[src/rtl/usb1bd_pkg.sv]
// Shared types and handshake codes for the USB 1.1 device transaction sequencer.
package usb1bd_pkg;

  typedef enum logic [2:0] {
    StIdle,
    StRxData,
    StTxHs,
    StTxData,
    StWaitAck
  } state_e;

  localparam logic [1:0] HS_ACK   = 2'b00;
  localparam logic [1:0] HS_NAK   = 2'b01;
  localparam logic [1:0] HS_STALL = 2'b10;

  // Endpoint vectors are widened to the full 4-bit endpoint space before indexing.
  localparam int unsigned EpSpace = 16;

endpackage

[src/rtl/usb1bd_txn_ctrl_if.sv]
// Event/request bundle between the packet disassembler/assembler and the transaction sequencer.
interface usb1bd_txn_ctrl_if;

  logic       token_valid;
  logic [6:0] token_fadr;
  logic [3:0] token_endp;
  logic       pid_OUT;
  logic       pid_IN;
  logic       pid_SETUP;
  logic       pid_SOF;
  logic       pid_ACK;
  logic       pid_DATA0;
  logic       pid_DATA1;
  logic       pid_cks_err;
  logic       crc5_err;
  logic       crc16_err;
  logic       rx_data_done;
  logic       tx_done;

  logic [3:0] ep_sel;
  logic       send_hs;
  logic [1:0] hs_code;
  logic       send_data;
  logic       data_pid1;
  logic       ep_in_commit;
  logic       ep_out_commit;
  logic       ep_out_discard;
  logic       sof_pulse;

  modport master (
    output token_valid, token_fadr, token_endp,
    output pid_OUT, pid_IN, pid_SETUP, pid_SOF, pid_ACK, pid_DATA0, pid_DATA1,
    output pid_cks_err, crc5_err, crc16_err, rx_data_done, tx_done,
    input  ep_sel, send_hs, hs_code, send_data, data_pid1,
    input  ep_in_commit, ep_out_commit, ep_out_discard, sof_pulse
  );

  modport slave (
    input  token_valid, token_fadr, token_endp,
    input  pid_OUT, pid_IN, pid_SETUP, pid_SOF, pid_ACK, pid_DATA0, pid_DATA1,
    input  pid_cks_err, crc5_err, crc16_err, rx_data_done, tx_done,
    output ep_sel, send_hs, hs_code, send_data, data_pid1,
    output ep_in_commit, ep_out_commit, ep_out_discard, sof_pulse
  );

endinterface

[src/rtl/usb1bd_tmo_cnt.sv]
// Loadable down-counter; 'expired' is high in the cycle the enabled count reads 1,
// i.e. exactly TMO_CYC enabled cycles after a load.
module usb1bd_tmo_cnt #(
  parameter int unsigned TMO_CYC = 96
) (
  input  logic clk,
  input  logic rst,
  input  logic load,
  input  logic en,
  output logic expired
);

  localparam int unsigned CntW = $clog2(TMO_CYC + 1);

  logic [CntW-1:0] cnt_q, cnt_d;

  always_comb begin
    cnt_d = cnt_q;
    if (load) begin
      cnt_d = CntW'(TMO_CYC);
    end else if (en && cnt_q != '0) begin
      cnt_d = cnt_q - CntW'(1);
    end
  end

  always_ff @(posedge clk) begin
    if (rst) begin
      cnt_q <= '0;
    end else begin
      cnt_q <= cnt_d;
    end
  end

  assign expired = en && (cnt_q == CntW'(1));

endmodule

[src/rtl/usb1bd_txn_ctrl.sv]
// Device-side USB 1.1 transaction sequencer: token decode, handshake choice,
// per-endpoint DATA0/DATA1 toggles, host response timeouts and buffer commit/discard.
module usb1bd_txn_ctrl
  import usb1bd_pkg::*;
#(
  parameter int unsigned NUM_EP  = 4,
  parameter int unsigned TMO_CYC = 96
) (
  input  logic              clk,
  input  logic              rst,
  input  logic [6:0]        cfg_fadr,
  input  logic [NUM_EP-1:0] ep_en,
  input  logic [NUM_EP-1:0] ep_stall,
  input  logic [NUM_EP-1:0] ep_in_rdy,
  input  logic [NUM_EP-1:0] ep_out_space,
  input  logic [NUM_EP-1:0] ep_tgl_clr,
  output logic [NUM_EP-1:0] ep_tgl,
  usb1bd_txn_ctrl_if.slave  bus
);

  state_e state_q, state_d;

  logic [3:0]        ep_sel_q, ep_sel_d;
  logic              setup_q, setup_d;
  logic              space_q, space_d;
  logic              send_hs_q, send_hs_d;
  logic [1:0]        hs_code_q, hs_code_d;
  logic              send_data_q, send_data_d;
  logic              data_pid1_q, data_pid1_d;
  logic              in_commit_q, in_commit_d;
  logic              out_commit_q, out_commit_d;
  logic              out_discard_q, out_discard_d;
  logic              sof_q, sof_d;
  logic [NUM_EP-1:0] tgl_q, tgl_d;
  logic              tgl_flip, tgl_set;

  logic [EpSpace-1:0] en_x, stall_x, rdy_x, space_x, tgl_x;

  assign en_x    = EpSpace'(ep_en);
  assign stall_x = EpSpace'(ep_stall);
  assign rdy_x   = EpSpace'(ep_in_rdy);
  assign space_x = EpSpace'(ep_out_space);
  assign tgl_x   = EpSpace'(tgl_q);

  logic tok_ok, addr_ok, ep_req, data_ok, tmo_expired, tmo_load, tmo_en;

  assign tok_ok  = bus.token_valid & ~bus.crc5_err & ~bus.pid_cks_err;
  assign addr_ok = (bus.token_fadr == cfg_fadr) && (32'(bus.token_endp) < NUM_EP) &&
                   en_x[bus.token_endp];
  assign ep_req  = tok_ok & addr_ok & (bus.pid_OUT | bus.pid_IN | bus.pid_SETUP);
  assign data_ok = ~bus.crc16_err & (bus.pid_DATA0 | bus.pid_DATA1);

  // Reload on every state change so each wait starts from a full TMO_CYC window.
  assign tmo_load = (state_d != state_q);
  assign tmo_en   = (state_q == StRxData) || (state_q == StWaitAck);

  usb1bd_tmo_cnt #(
    .TMO_CYC (TMO_CYC)
  ) u_tmo_cnt (
    .clk     (clk),
    .rst     (rst),
    .load    (tmo_load),
    .en      (tmo_en),
    .expired (tmo_expired)
  );

  always_ff @(posedge clk) begin
    if (rst) begin
      state_q <= StIdle;
    end else begin
      state_q <= state_d;
    end
  end

  always_comb begin
    state_d = state_q;
    unique case (state_q)
      StIdle: begin
        if (ep_req) begin
          if (bus.pid_IN) begin
            state_d = (stall_x[bus.token_endp] || !rdy_x[bus.token_endp]) ? StTxHs : StTxData;
          end else begin
            state_d = StRxData;
          end
        end
      end
      StRxData: begin
        if (bus.rx_data_done) begin
          state_d = data_ok ? StTxHs : StIdle;
        end else if (tmo_expired) begin
          state_d = StIdle;
        end
      end
      StTxHs: begin
        if (bus.tx_done) state_d = StIdle;
      end
      StTxData: begin
        if (bus.tx_done) state_d = StWaitAck;
      end
      StWaitAck: begin
        if (bus.token_valid || tmo_expired) state_d = StIdle;
      end
      default: state_d = StIdle;
    endcase
  end

  always_comb begin
    ep_sel_d      = ep_sel_q;
    setup_d       = setup_q;
    space_d       = space_q;
    send_hs_d     = 1'b0;
    hs_code_d     = hs_code_q;
    send_data_d   = 1'b0;
    data_pid1_d   = data_pid1_q;
    in_commit_d   = 1'b0;
    out_commit_d  = 1'b0;
    out_discard_d = 1'b0;
    sof_d         = 1'b0;
    tgl_flip      = 1'b0;
    tgl_set       = 1'b0;
    unique case (state_q)
      StIdle: begin
        sof_d = tok_ok & bus.pid_SOF;
        if (ep_req) begin
          ep_sel_d = bus.token_endp;
          setup_d  = bus.pid_SETUP;
          space_d  = space_x[bus.token_endp];
          if (bus.pid_IN) begin
            if (stall_x[bus.token_endp]) begin
              send_hs_d = 1'b1;
              hs_code_d = HS_STALL;
            end else if (!rdy_x[bus.token_endp]) begin
              send_hs_d = 1'b1;
              hs_code_d = HS_NAK;
            end else begin
              send_data_d = 1'b1;
              data_pid1_d = tgl_x[bus.token_endp];
            end
          end
        end
      end
      StRxData: begin
        if (bus.rx_data_done) begin
          if (!data_ok) begin
            out_discard_d = 1'b1;
          end else begin
            send_hs_d = 1'b1;
            hs_code_d = HS_ACK;
            if (setup_q) begin
              // SETUP is always ACKed, even on a halted endpoint.
              if (bus.pid_DATA0) begin
                out_commit_d = 1'b1;
                tgl_set      = 1'b1;
              end else begin
                out_discard_d = 1'b1;
              end
            end else if (stall_x[ep_sel_q]) begin
              hs_code_d     = HS_STALL;
              out_discard_d = 1'b1;
            end else if (!space_q) begin
              hs_code_d     = HS_NAK;
              out_discard_d = 1'b1;
            end else if (bus.pid_DATA1 != tgl_x[ep_sel_q]) begin
              out_discard_d = 1'b1;
            end else begin
              out_commit_d = 1'b1;
              tgl_flip     = 1'b1;
            end
          end
        end
      end
      StWaitAck: begin
        if (bus.token_valid && bus.pid_ACK && !bus.pid_cks_err) begin
          in_commit_d = 1'b1;
          tgl_flip    = 1'b1;
        end
      end
      default: ;
    endcase
  end

  // A clear pulse wins over a same-cycle flip or set on that endpoint.
  always_comb begin
    tgl_d = tgl_q;
    for (int i = 0; i < NUM_EP; i++) begin
      if (ep_tgl_clr[i]) begin
        tgl_d[i] = 1'b0;
      end else if (ep_sel_q == 4'(i)) begin
        if (tgl_flip) begin
          tgl_d[i] = ~tgl_q[i];
        end else if (tgl_set) begin
          tgl_d[i] = 1'b1;
        end
      end
    end
  end

  always_ff @(posedge clk) begin
    if (rst) begin
      ep_sel_q      <= '0;
      setup_q       <= 1'b0;
      space_q       <= 1'b0;
      send_hs_q     <= 1'b0;
      hs_code_q     <= HS_ACK;
      send_data_q   <= 1'b0;
      data_pid1_q   <= 1'b0;
      in_commit_q   <= 1'b0;
      out_commit_q  <= 1'b0;
      out_discard_q <= 1'b0;
      sof_q         <= 1'b0;
      tgl_q         <= '0;
    end else begin
      ep_sel_q      <= ep_sel_d;
      setup_q       <= setup_d;
      space_q       <= space_d;
      send_hs_q     <= send_hs_d;
      hs_code_q     <= hs_code_d;
      send_data_q   <= send_data_d;
      data_pid1_q   <= data_pid1_d;
      in_commit_q   <= in_commit_d;
      out_commit_q  <= out_commit_d;
      out_discard_q <= out_discard_d;
      sof_q         <= sof_d;
      tgl_q         <= tgl_d;
    end
  end

  assign bus.ep_sel         = ep_sel_q;
  assign bus.send_hs        = send_hs_q;
  assign bus.hs_code        = hs_code_q;
  assign bus.send_data      = send_data_q;
  assign bus.data_pid1      = data_pid1_q;
  assign bus.ep_in_commit   = in_commit_q;
  assign bus.ep_out_commit  = out_commit_q;
  assign bus.ep_out_discard = out_discard_q;
  assign bus.sof_pulse      = sof_q;
  assign ep_tgl             = tgl_q;

endmodule
[src/flat_wrapper.sv]
// flat-port wrapper written by rule: the top's interface ports become plain ports
module usb1bd_txn_ctrl_flat import usb1bd_pkg::*;
#(
  parameter int unsigned NUM_EP  = 4,
  parameter int unsigned TMO_CYC = 96
)
  (clk, rst, cfg_fadr, ep_en, ep_stall, ep_in_rdy, ep_out_space, ep_tgl_clr, ep_tgl, bus_token_valid, bus_token_fadr, bus_token_endp, bus_pid_OUT, bus_pid_IN, bus_pid_SETUP, bus_pid_SOF, bus_pid_ACK, bus_pid_DATA0, bus_pid_DATA1, bus_pid_cks_err, bus_crc5_err, bus_crc16_err, bus_rx_data_done, bus_tx_done, bus_ep_sel, bus_send_hs, bus_hs_code, bus_send_data, bus_data_pid1, bus_ep_in_commit, bus_ep_out_commit, bus_ep_out_discard, bus_sof_pulse);
  usb1bd_txn_ctrl_if bus_i ();
  input  logic clk;
  input  logic rst;
  input  logic [6:0] cfg_fadr;
  input  logic [NUM_EP-1:0] ep_en;
  input  logic [NUM_EP-1:0] ep_stall;
  input  logic [NUM_EP-1:0] ep_in_rdy;
  input  logic [NUM_EP-1:0] ep_out_space;
  input  logic [NUM_EP-1:0] ep_tgl_clr;
  output logic [NUM_EP-1:0] ep_tgl;
  input wire logic [$bits(bus_i.token_valid)-1:0] bus_token_valid;
  input wire logic [$bits(bus_i.token_fadr)-1:0] bus_token_fadr;
  input wire logic [$bits(bus_i.token_endp)-1:0] bus_token_endp;
  input wire logic [$bits(bus_i.pid_OUT)-1:0] bus_pid_OUT;
  input wire logic [$bits(bus_i.pid_IN)-1:0] bus_pid_IN;
  input wire logic [$bits(bus_i.pid_SETUP)-1:0] bus_pid_SETUP;
  input wire logic [$bits(bus_i.pid_SOF)-1:0] bus_pid_SOF;
  input wire logic [$bits(bus_i.pid_ACK)-1:0] bus_pid_ACK;
  input wire logic [$bits(bus_i.pid_DATA0)-1:0] bus_pid_DATA0;
  input wire logic [$bits(bus_i.pid_DATA1)-1:0] bus_pid_DATA1;
  input wire logic [$bits(bus_i.pid_cks_err)-1:0] bus_pid_cks_err;
  input wire logic [$bits(bus_i.crc5_err)-1:0] bus_crc5_err;
  input wire logic [$bits(bus_i.crc16_err)-1:0] bus_crc16_err;
  input wire logic [$bits(bus_i.rx_data_done)-1:0] bus_rx_data_done;
  input wire logic [$bits(bus_i.tx_done)-1:0] bus_tx_done;
  output wire logic [$bits(bus_i.ep_sel)-1:0] bus_ep_sel;
  output wire logic [$bits(bus_i.send_hs)-1:0] bus_send_hs;
  output wire logic [$bits(bus_i.hs_code)-1:0] bus_hs_code;
  output wire logic [$bits(bus_i.send_data)-1:0] bus_send_data;
  output wire logic [$bits(bus_i.data_pid1)-1:0] bus_data_pid1;
  output wire logic [$bits(bus_i.ep_in_commit)-1:0] bus_ep_in_commit;
  output wire logic [$bits(bus_i.ep_out_commit)-1:0] bus_ep_out_commit;
  output wire logic [$bits(bus_i.ep_out_discard)-1:0] bus_ep_out_discard;
  output wire logic [$bits(bus_i.sof_pulse)-1:0] bus_sof_pulse;
  assign bus_i.token_valid = bus_token_valid;
  assign bus_i.token_fadr = bus_token_fadr;
  assign bus_i.token_endp = bus_token_endp;
  assign bus_i.pid_OUT = bus_pid_OUT;
  assign bus_i.pid_IN = bus_pid_IN;
  assign bus_i.pid_SETUP = bus_pid_SETUP;
  assign bus_i.pid_SOF = bus_pid_SOF;
  assign bus_i.pid_ACK = bus_pid_ACK;
  assign bus_i.pid_DATA0 = bus_pid_DATA0;
  assign bus_i.pid_DATA1 = bus_pid_DATA1;
  assign bus_i.pid_cks_err = bus_pid_cks_err;
  assign bus_i.crc5_err = bus_crc5_err;
  assign bus_i.crc16_err = bus_crc16_err;
  assign bus_i.rx_data_done = bus_rx_data_done;
  assign bus_i.tx_done = bus_tx_done;
  assign bus_ep_sel = bus_i.ep_sel;
  assign bus_send_hs = bus_i.send_hs;
  assign bus_hs_code = bus_i.hs_code;
  assign bus_send_data = bus_i.send_data;
  assign bus_data_pid1 = bus_i.data_pid1;
  assign bus_ep_in_commit = bus_i.ep_in_commit;
  assign bus_ep_out_commit = bus_i.ep_out_commit;
  assign bus_ep_out_discard = bus_i.ep_out_discard;
  assign bus_sof_pulse = bus_i.sof_pulse;
  usb1bd_txn_ctrl #(.NUM_EP(NUM_EP), .TMO_CYC(TMO_CYC)) u_core (.clk(clk), .rst(rst), .cfg_fadr(cfg_fadr), .ep_en(ep_en), .ep_stall(ep_stall), .ep_in_rdy(ep_in_rdy), .ep_out_space(ep_out_space), .ep_tgl_clr(ep_tgl_clr), .ep_tgl(ep_tgl), .bus(bus_i));
endmodule
[config.mk]
export PLATFORM = sky130hd
export DESIGN_NAME = usb1bd_txn_ctrl_flat
export DESIGN_NICKNAME = d
export VERILOG_FILES = /design/src/rtl/usb1bd_pkg.sv /design/src/rtl/usb1bd_txn_ctrl_if.sv /design/src/rtl/usb1bd_tmo_cnt.sv /design/src/rtl/usb1bd_txn_ctrl.sv /design/src/flat_wrapper.sv
export SDC_FILE = /design/constraint.sdc
export NUM_CORES = 1
export LEC_CHECK = 0
export BUFFER_PORTS_ARGS = -buffer_cell sky130_fd_sc_hd__buf_2
export CAP_MARGIN = 20
export CORE_UTILIZATION = 50
export CTS_BUF_LIST = sky130_fd_sc_hd__clkbuf_8
export CTS_CLUSTER_DIAMETER = 50
export DETAILED_ROUTE_END_ITERATION = 10
export PLACE_DENSITY = 0.88
export SYNTH_ARGS = -nofsm -noshare
export SYNTH_HDL_FRONTEND = slang
export SYNTH_SLANG_ARGS = --single-unit
export TNS_END_PERCENT = 10
[constraint.sdc]
create_clock -name clk -period 2.3 [get_ports clk]
set_input_delay 0.46 -clock clk [delete_from_list [all_inputs] [get_ports clk]]
set_output_delay 0.46 -clock clk [all_outputs]
set_load 0.02 [all_outputs]
==> flow_metrics.py <==
metrics = {
    "cts": {
        "clk_root_buffer_cell": "clkbuf_8",
        "cts_max_level": 2,
        "clock_path_buffers": 2,
        "cts_buffers": 5,
        "clock_latency_ns": 0.28,
        "cts.clk_slew.worst_paths_ns": 0.06,
        "cts_hold_buf": 0,
        "tritoncts": "yes",
        "cts.sinks": 29,
    },
    "synthesis": {
        "yosys.area.top_type": "dfxtp_1",
        "synth-edff-count": 0,
        "ys_types": 50,
        "syn_nets": 249,
        "ys_ff_latch": 29,
        "yosys_warnings": 0,
        "synth_area_leaders": "dfxtp_1 34%, mux4_2 7.8%, nor2_1 6.5%, xnor2_1 4.1%, xor2_1 3.0%",
        "synth_top_area_share_pct": 33.57,
        "ys_seq_area_share_pct": 33.57,
        "synthArstFlopShare_pct": 0,
        "syn_inst": 193,
        "avgSynthCellArea_sq_um": 8.959,
        "ys.flop_type": "dfxtp_1",
        "syn_area_sq_mm": 0.001729,
    },
    "worst_hold_path": {
        "hold_end": "u_core.ep_tgl[3]",
        "worst_hold_path_type": "in -> reg",
        "min_from": "ep_tgl_clr[3]",
        "whs_path_depth": 2,
    },
    "sta": {
        "fin_crit_sh_pct": 90.45,
        "clock_skew_ns": 0.006453,
        "rsz0062_at_grt": "false",
        "hold_viol_final": 0,
        "fin_crit_ns": 2.080,
        "worst_pin_slew_ns": 0.5525,
        "tns_ns": 0,
        "setup_viol": 0,
        "maxSlewHeadroom_pct": 62.70,
        "clock.fmax_mhz": 480.7,
        "finalMaxSlewViolations": 0,
    },
    "place": {
        "place_area_sq_mm": 0.002136,
        "gp_congestion": 0.8328,
        "port_buffers": 69,
        "dp_hpwl_mm": 3.390,
    },
    "cells_and_area": {
        "fillerInstances": 265,
        "layout_common_cells": "69 x buf_2, 30 x nor2_1, 27 x dfxtp_1, 11 x nand2_1, 10 x buf_4",
        "syn_to_final_growth_pct": 29.52,
        "antennaDiodeCount": 0,
        "drive_above_1_share_pct": 37.92,
        "final_nets": 324,
        "multi_input_area_sq_mm": 0.001057,
        "layout.cell_area.non_filler_sq_mm": 0.002240,
        "regArea_sq_um": 583.1,
        "final_common_cell": "buf_2",
    },
    "floorplan": {
        "die-height_um": 60.81,
        "design.die.area_sq_mm": 0.003697,
        "die_w_um": 60.81,
        "initial_core_util_pct": 54.41,
        "core_region_area_sq_mm": 0.003178,
        "io_pins": 70,
        "rows": 20,
    },
    "route": {
        "drt_first_pass_iters": 4,
        "drc": 0,
        "routed_wl_mm": 4.250,
        "drt_iter0_drc": 62,
        "postRouteAntennaNets": 0,
        "vias": 1719,
        "drt-wirelength-per-cell_um": 13.58,
        "routed_via_density": 5.492,
    },
    "power_and_ir_drop": {
        "p_leak_uw": 0.0009515,
        "fin_total_pwr_uw": 1081,
        "ir_drop_mv": 0.3778,
        "powerDensity_mw_per_mm2": 482.6,
    },
    "worst_setup_path": {
        "start_kind": "flip-flop",
        "rr_worst_depth": 6,
        "regToRegSetupSlack_ns": 0.22,
        "timing.rr.end": "u_core.ep_tgl[2]",
        "crit_arrival_ns": 2.26,
        "setup.worst_path.class": "reg -> reg",
        "timing.rr.start": "u_core.bus.ep_sel[0]",
        "cp_max_fo": 5,
        "crit_required_ns": 2.48,
        "worst_setup_path_end_kind": "flip-flop",
    },
    "outcome": {
        "status": "finished clean",
    },
    "global_route": {
        "grt_pass1_vias": 1520,
        "globalRouteTotalUtil_pct": 25.14,
        "grt_remaining_overflow": 0,
        "antenna_found_initial": 0,
        "grt_max_degree": 24,
        "grt_pass1_wl_mm": 6.617,
    },
    "run": {
        "cap_violations": 0,
    },
}
[flip-flops by register name (all words and copies together) (netlist names), 2 cells and up]
signal                  cells
u_core.bus.hs_code          2
u_core.u_tmo_cnt.cnt_q      7
u_core.ep_tgl               4
u_core.bus.ep_sel           4
u_core.state_q              3
[routing by layer]
layer  vias to the layer above  global-route usage, %  routed length (um)
li1                        855                      -                   -
met1                       804                  29.38                1833
met2                        52                  42.39                2132
met3                         8                  8.316                 211
met4                         0                  10.39                  73
met5                         -                      0                   0
[how the worst max path moves through the flow]
stage	startpoint	end	slack (ns)	cells past startpoint
2_1_floorplan	u_core.bus.ep_sel[0]	u_core.ep_tgl[1]	0.09	7
3_3_place_gp	cfg_fadr[0]	u_core.bus.data_pid1	0.11	8
3_5_place_dp	ep_stall[2]	u_core.ep_tgl[2]	0.07	7
4_1_cts	u_core.bus.ep_sel[0]	u_core.ep_tgl[2]	0.12	6
5_1_grt	u_core.bus.ep_sel[0]	u_core.ep_tgl[1]	0.02	6
6_report	u_core.bus.ep_sel[0]	u_core.ep_tgl[2]	0.22	6
[report_power, final]
part / internal (uW) / switching, uW / total, uW
Sequential: 503 / 0.0954 / 503
Combinational: 62.0 / 54.9 / 117
Clock: 270 / 192 / 461
[cell usage after synthesis, drive strengths merged (2+ instances only)]
library cell,count
a31oi,6
nand3b,2
nor2b,4
nor3b,3
inv,6
nor4,4
dfxtp,29
nor4b,2
nand2,11
nor2,30
nand4b,2
nand3,5
xor2,6
xnor2,8
nor3,8
mux4,6
clkbuf,3
a21oi,9
nand4,4
ha,3
a211oi,3
buf,8
and2,2
mux2i,5
a2111oi,2
o21ai,3
[logic make-up after synthesis]
logic type                 count (synthesis)  synth area share, %
xor gates and xnor gates                  14                7.091
DFF                                       29                33.57
muxes                                     11                10.71
adders and majority gates                  3                2.171
AOI/OAI and AO/OA                         34                14.55
and+or+nand+nor                           85                26.63
buffers and inverters                     17                5.282
[critical path: stages (launching register included)]
cell and delay [ns]:
dfxtp_2 0.38, mux4_2 0.53, o21a_1 0.21, o22a_1 0.21
o21ai_2 0.19, a31oi_1 0.13, a2111oi_2 0.32
[metrics by stage]
stage	hold slack [ns]	instances	util, %	setup slack, ns
3_5_place_dp	0.4550	305	67.20	0.07200
3_3_place_gp	0.4399	305	67.20	0.1113
2_1_floorplan	0.4709	193	-	0.08945
6_report	0.3417	313	70.47	0.2196
4_1_cts	0.3327	313	70.39	0.1198
5_1_grt	0.3400	313	70.47	0.02469
[layout make-up]
| type | instances | area share (%) |
|---|---|---|
| clock inverter | 1 | 0.2235 |
| tap | 44 | 2.458 |
| inverter | 6 | 1.006 |
| sequential | 29 | 26.03 |
| multi-input combinational | 147 | 47.21 |
| timing repair buffer | 79 | 18.77 |
| clock buffer | 7 | 4.302 |
[timing repair]
action / CTS / global route
gates resized for setup: 0 / 2
setup endpoints to repair: 0 / 4
buffers inserted: 0 / 0
(Power assumes the default switching activity.)
